### src/rtl/gpio_bus_pkg.sv
// rtl/gpio_bus_pkg.sv - shared types and GPIO register map for the bus master
package gpio_bus_pkg;

   // Width of the shared setup/strobe/hold down-counter
   localparam int CNT_W = 4;

   typedef enum logic [2:0] {
      ST_IDLE,
      ST_SETUP,
      ST_STROBE,
      ST_HOLD,
      ST_DONE
   } state_t;

   // GPIO peripheral register byte offsets
   localparam logic [11:0] OFS_KEY  = 12'h000;
   localparam logic [11:0] OFS_SW   = 12'h004;
   localparam logic [11:0] OFS_LEDR = 12'h008;
   localparam logic [11:0] OFS_LEDG = 12'h00C;
   localparam logic [11:0] OFS_HEX0 = 12'h010;
   localparam logic [11:0] OFS_HEX1 = 12'h014;
   localparam logic [11:0] OFS_HEX2 = 12'h018;
   localparam logic [11:0] OFS_HEX3 = 12'h01C;
   localparam logic [11:0] OFS_HEX4 = 12'h020;
   localparam logic [11:0] OFS_HEX5 = 12'h024;
   localparam logic [11:0] OFS_HEX6 = 12'h028;
   localparam logic [11:0] OFS_HEX7 = 12'h02C;

endpackage

### src/rtl/gpio_bus_master.sv
// rtl/gpio_bus_master.sv - CPU request to CS_N/RD_N/WR_N strobe-cycle bus initiator
module gpio_bus_master
   import gpio_bus_pkg::*;
#(
   parameter int SETUP_CYCLES = 1,
   parameter int WR_CYCLES    = 1,
   parameter int HOLD_CYCLES  = 1
) (
   input  logic        CLOCK_50,
   input  logic        reset,
   input  logic        req,
   input  logic        we,
   input  logic [11:0] addr,
   input  logic [31:0] wdata,
   output logic        busy,
   output logic        ack,
   output logic        err,
   output logic [31:0] rdata,
   output logic        irq,
   output logic        CS_N,
   output logic        RD_N,
   output logic        WR_N,
   output logic [11:0] Addr,
   output logic [31:0] bus_wdata,
   input  logic [31:0] bus_rdata,
   input  logic        Intr
);

   // Counter reload values: the counter holds "cycles remaining minus one"
   localparam logic [CNT_W-1:0] SETUP_LD = CNT_W'((SETUP_CYCLES > 0) ? SETUP_CYCLES - 1 : 0);
   localparam logic [CNT_W-1:0] WR_LD    = CNT_W'((WR_CYCLES > 0) ? WR_CYCLES - 1 : 0);
   localparam logic [CNT_W-1:0] HOLD_LD  = CNT_W'((HOLD_CYCLES > 0) ? HOLD_CYCLES - 1 : 0);

   state_t             state, state_nxt;
   logic [CNT_W-1:0]   cnt, cnt_nxt;
   logic               we_q, we_nxt;
   logic               mis_q, mis_nxt;
   logic [11:0]        addr_nxt;
   logic [31:0]        wdata_nxt;
   logic               capture;

   // Next-state, counter reload and request latching
   always_comb begin
      state_nxt = state;
      cnt_nxt   = cnt;
      we_nxt    = we_q;
      mis_nxt   = mis_q;
      addr_nxt  = Addr;
      wdata_nxt = bus_wdata;
      capture   = 1'b0;
      unique case (state)
         ST_IDLE: begin
            if (req) begin
               we_nxt    = we;
               addr_nxt  = addr;
               wdata_nxt = wdata;
               mis_nxt   = (addr[1:0] != 2'b00);
               if (addr[1:0] != 2'b00) begin
                  state_nxt = ST_DONE;
                  cnt_nxt   = '0;
               end else if (SETUP_CYCLES > 0) begin
                  state_nxt = ST_SETUP;
                  cnt_nxt   = SETUP_LD;
               end else begin
                  state_nxt = ST_STROBE;
                  cnt_nxt   = we ? WR_LD : '0;
               end
            end
         end
         ST_SETUP: begin
            if (cnt == '0) begin
               state_nxt = ST_STROBE;
               cnt_nxt   = we_q ? WR_LD : '0;
            end else begin
               cnt_nxt = cnt - 1'b1;
            end
         end
         ST_STROBE: begin
            if (cnt == '0) begin
               capture = !we_q;
               if (HOLD_CYCLES > 0) begin
                  state_nxt = ST_HOLD;
                  cnt_nxt   = HOLD_LD;
               end else begin
                  state_nxt = ST_DONE;
                  cnt_nxt   = '0;
               end
            end else begin
               cnt_nxt = cnt - 1'b1;
            end
         end
         ST_HOLD: begin
            if (cnt == '0) begin
               state_nxt = ST_DONE;
            end else begin
               cnt_nxt = cnt - 1'b1;
            end
         end
         ST_DONE: begin
            state_nxt = ST_IDLE;
            cnt_nxt   = '0;
         end
         default: begin
            state_nxt = ST_IDLE;
            cnt_nxt   = '0;
         end
      endcase
   end

   // State, counter and latched request registers
   always_ff @(posedge CLOCK_50) begin
      if (!reset) begin
         state     <= ST_IDLE;
         cnt       <= '0;
         we_q      <= 1'b0;
         mis_q     <= 1'b0;
         Addr      <= '0;
         bus_wdata <= '0;
      end else begin
         state     <= state_nxt;
         cnt       <= cnt_nxt;
         we_q      <= we_nxt;
         mis_q     <= mis_nxt;
         Addr      <= addr_nxt;
         bus_wdata <= wdata_nxt;
      end
   end

   // Registered strobes and handshake, decoded from the state being entered
   always_ff @(posedge CLOCK_50) begin
      if (!reset) begin
         CS_N  <= 1'b1;
         RD_N  <= 1'b1;
         WR_N  <= 1'b1;
         ack   <= 1'b0;
         err   <= 1'b0;
         busy  <= 1'b0;
         rdata <= '0;
      end else begin
         CS_N  <= !(state_nxt inside {ST_SETUP, ST_STROBE, ST_HOLD});
         RD_N  <= !((state_nxt == ST_STROBE) && !we_nxt);
         WR_N  <= !((state_nxt == ST_STROBE) && we_nxt);
         ack   <= (state_nxt == ST_DONE);
         err   <= (state_nxt == ST_DONE) && mis_nxt;
         busy  <= (state_nxt != ST_IDLE);
         if (capture) begin
            rdata <= bus_rdata;
         end
      end
   end

   // Interrupt level: invert the active-low peripheral line with one register stage
   always_ff @(posedge CLOCK_50) begin
      if (!reset) begin
         irq <= 1'b0;
      end else begin
         irq <= ~Intr;
      end
   end

endmodule

### config.mk
export PLATFORM = sky130hd
export DESIGN_NAME = gpio_bus_master
export DESIGN_NICKNAME = d
export VERILOG_FILES = /design/src/rtl/gpio_bus_pkg.sv /design/src/rtl/gpio_bus_master.sv
export SDC_FILE = /design/constraint.sdc
export NUM_CORES = 1
export LEC_CHECK = 0
export BUFFER_PORTS_ARGS = -buffer_cell sky130_fd_sc_hd__buf_2
export CELL_PAD_IN_SITES_DETAIL_PLACEMENT = 1
export CELL_PAD_IN_SITES_GLOBAL_PLACEMENT = 1
export CORE_ASPECT_RATIO = 0.8
export CORE_MARGIN = 3
export CORE_UTILIZATION = 36
export CTS_CLUSTER_SIZE = 30
export DETAILED_ROUTE_END_ITERATION = 10
export HOLD_SLACK_MARGIN = 0.15
export PLACE_DENSITY = 0.86
export SLEW_MARGIN = 10
export SYNTH_ARGS = -nofsm -noshare
export SYNTH_HDL_FRONTEND = slang
export SYNTH_SLANG_ARGS = --single-unit
export TNS_END_PERCENT = 5
### constraint.sdc
create_clock -name CLOCK_50 -period 3.5 [get_ports CLOCK_50]
set_clock_uncertainty 0.2 [all_clocks]
set_input_delay 0.175 -clock CLOCK_50 [delete_from_list [all_inputs] [get_ports CLOCK_50]]
set_output_delay 0.175 -clock CLOCK_50 [all_outputs]
set_load 0.03 [all_outputs]
==> out/metrics.cfg <==
[timing]
fin_hold_ws_ps = 257
rsz0062_at_grt = no
period_needed_ps = 2890
setup_viol = 0
worst_slew_pin_slew_ps = 893
maxSlewViolCount = 0
relSlewSlack_pct = 40.5
timing.fmax_mhz = 346
tns_ps = 0
hold_viol_final = 0
period_share_pct = 82.6

[grt]
antenna_found_initial = 0
grt_use_total_pct = 22.5
overflow = 0
grt_first_pass_wirelength_um = 20300
grt_pass1_vias = 4033
grt_max_degree = 101

[cts]
cts_sinks = 92
cts_setup_buffers = 0
clkLatencyLatePin_ps = 340
clockRootBuffer = clkbuf_16
cts_resized = 0
ctsHoldBuffers = 89
cts_tree = done
h-tree-depth = 3
cts.clk_slew.worst_paths_ps = 70
cts_max_path_buffers = 2
cts_buffers = 9

[floorplan]
io_pins = 164
initial_utilization_pct = 37.6
die_h_um = 96.5
die_w_um = 119
core_area_um2 = 9810
num_rows = 32
die-area_um2 = 11500

[setup_path]
r2r-start = cnt[0]$_SDFFE_PN0P_
cp_max_fo = 32
cp_num_cells = 7
cp_data_required_time_ps = 3570
rrSetupSlack_ps = 610
cp_num_buf_inv = 3
critPathTopFamily = buffers and inverters
r2r_end = rdata[25]$_SDFFE_PN0P_
start_kind = flip-flop
reg2reg_depth = 7
end_kind = flip-flop
crit_path_max_incr_delay_ps = 570
crit_arrival_ps = 2970
slowest_stage = dlygate4sd3_1
crit_start = cnt[0]$_SDFFE_PN0P_
cp_cell_sequence = inv_1 -> ha_1 -> or3b_4 -> nor4b_4 -> buf_4 -> mux2i_1 -> dlygate4sd3_1
critical_path_class = flip-flop to flip-flop

[cells_and_area]
n_fill_cell = 1174
diodes = 0
seq_area_um2 = 1840
multi_input_area_um2 = 1650
final_util_pct = 58.2
fin_nets = 730
finalInstanceArea_um2 = 5710
layout-drive-gt1-share_pct = 28.9
areaGrowthSynthToFinish_pct = 54.7

[pwr]
power_per_cell_area_nw_per_um2 = 489
p_leak_nw = 2.55
peakVddDrop_uv = 276

[yosys]
ys_warn_count = 0
syn-num-nets = 492
synth_cell_types = 43
ys_seq_elements = 92
avgSynthCellArea_um2 = 9.02
syn_inst = 409
seq_area_frac_synth_pct = 49.9
synthesis.area_um2 = 3690

[placed_design]
place_congestion = 0.767
place_area_um2 = 4530
io_buffer_count = 163
hpwlAfterDp_um = 7790

[run]
max_cap_viol_count = 0

[route]
vias = 3766
post_drt_wl_per_cell_um = 16.9
drcViolationCount = 0
via_per_inst = 4.79
antenna_left = 0
dr.pass1.iters = 4
initialDrtViolationCount = 105
wirelength_um = 13300

[worst_hold_path]
hp-start = rdata[9]$_SDFFE_PN0P_
hold_path_class = flip-flop to flip-flop
holdPathEnd = rdata[9]$_SDFFE_PN0P_
min_path_cells = 2

[status]
outcome = finished, final reports clean

[area by class of cell]
cell class	count	area share, %
sequential	92	32.3
timing repair buffer	256	30.6
multi-input combinational	285	28.9
clock buffer	13	4.38
tap	136	2.98
clock inverter	2	0.614
inverter	3	0.197
[logic make-up (layout without fill, tap and decap cells)]
kind of cell    after synthesis  count (layout)  share of synthesized area (%)
buf+inv                      32             274                           5.50
simple gates                188             188                           22.3
compound gates               60              60                           12.2
flops                        92              92                           49.9
mux                          33              33                           8.96
fa+ha+maj                     2               2                          0.678
xor+xnor                      2               2                          0.475
[synthesized netlist by cell type]
library cell | number | area [µm²]
nand3b_1 | 2 | 15.0
mux2i_1 | 33 | 330
buf_4 | 1 | 7.51
or2_2 | 1 | 6.26
nor4b_4 | 1 | 23.8
clkbuf_4 | 1 | 7.51
xnor2_1 | 2 | 17.5
nor3b_1 | 2 | 15.0
nor2_1 | 5 | 18.8
a22o_2 | 1 | 10.0
and4bb_2 | 1 | 12.5
dfxtp_1 | 92 | 1840
a21boi_1 | 8 | 60.1
or3_2 | 2 | 15.0
inv_1 | 3 | 11.3
buf_2 | 6 | 30.0
clkbuf_1 | 12 | 45.0
or3_1 | 1 | 6.26
or3b_2 | 1 | 8.76
or4_1 | 1 | 7.51
a211oi_1 | 1 | 7.51
a221oi_1 | 1 | 8.76
or3b_4 | 1 | 11.3
nor3_1 | 2 | 10.0
o311ai_0 | 1 | 8.76
nand3_1 | 1 | 5.00
and4b_1 | 1 | 10.0
ha_1 | 2 | 25.0
nor4b_1 | 2 | 17.5
o21ai_0 | 2 | 10.0
o41ai_1 | 1 | 8.76
a31oi_1 | 1 | 6.26
o31ai_1 | 1 | 7.51
o2111ai_1 | 1 | 8.76
o211ai_1 | 1 | 7.51
nand4b_1 | 1 | 8.76
a21oi_1 | 1 | 5.00
or4b_1 | 1 | 10.0
nor2b_1 | 4 | 25.0
nand2_1 | 157 | 589
buf_6 | 9 | 101
nand2b_1 | 1 | 6.26
a21boi_0 | 40 | 300
[metal layers]
| metal | up-vias | track usage (%) | share of wire [%] |
|---|---|---|---|
| met5 | - | 0 | 0 |
| met4 | 0 | 14.1 | 5.4 |
| met3 | 50 | 6.23 | 4.4 |
| met2 | 120 | 42.5 | 54 |
| met1 | 1778 | 22.3 | 37 |
| li1 | 1818 | - | - |
[cell usage in the layout, fill, tap and decap left out, drive strengths merged, types with 3 or more instances in the layout]
| cell type | n |
|---|---|
| nor4b | 3 |
| mux2i | 33 |
| buf | 167 |
| dfxtp | 92 |
| dlygate4sd3 | 89 |
| clkbuf | 13 |
| inv | 3 |
| a21boi | 48 |
| nor2 | 5 |
| or3 | 3 |
| nand2 | 157 |
| nor2b | 4 |
[tightest hold or removal path, stage by stage, from the launching register on]
cell and delay, ps:
dfxtp_1 300, nand2_1 50, mux2i_1 50
[flip-flops by register name, summed over array words and instances (netlist names)]
register   flops
bus_wdata     32
rdata         32
Addr          12
cnt            4
state          3
CS_N           1
RD_N           1
WR_N           1
ack            1
busy           1
err            1
irq            1
mis_q          1
we_q           1
[worst max-delay path by stage]
stage                                   endpoint  slack, ps
after CTS                 rdata[28]$_SDFFE_PN0P_        650
after global placement     rdata[6]$_SDFFE_PN0P_       1250
after detailed placement  rdata[20]$_SDFFE_PN0P_       1160
after floorplan           rdata[10]$_SDFFE_PN0P_       1490
final                     rdata[25]$_SDFFE_PN0P_        610
after global routing      rdata[25]$_SDFFE_PN0P_        430
[report_power, final]
group	leakage [nW]	total, W	internal [W]	switching, W
logic	1.66	0.000651	0.000259	0.000392
clock network	0.140	0.000952	0.000569	0.000383
registers	0.751	0.00119	0.00113	0.0000582
[through the flow]
stage | instances | total power [W] | setup WS [ps]
floorplan | 409 | 0.00159 | 1490
global placement | 683 | 0.00175 | 1250
detailed placement | 683 | 0.00177 | 1160
CTS | 787 | 0.00280 | 650
global route | 787 | 0.00292 | 433
finish | 787 | 0.00279 | 608
Note: power is estimated with default switching activity, not from simulation.
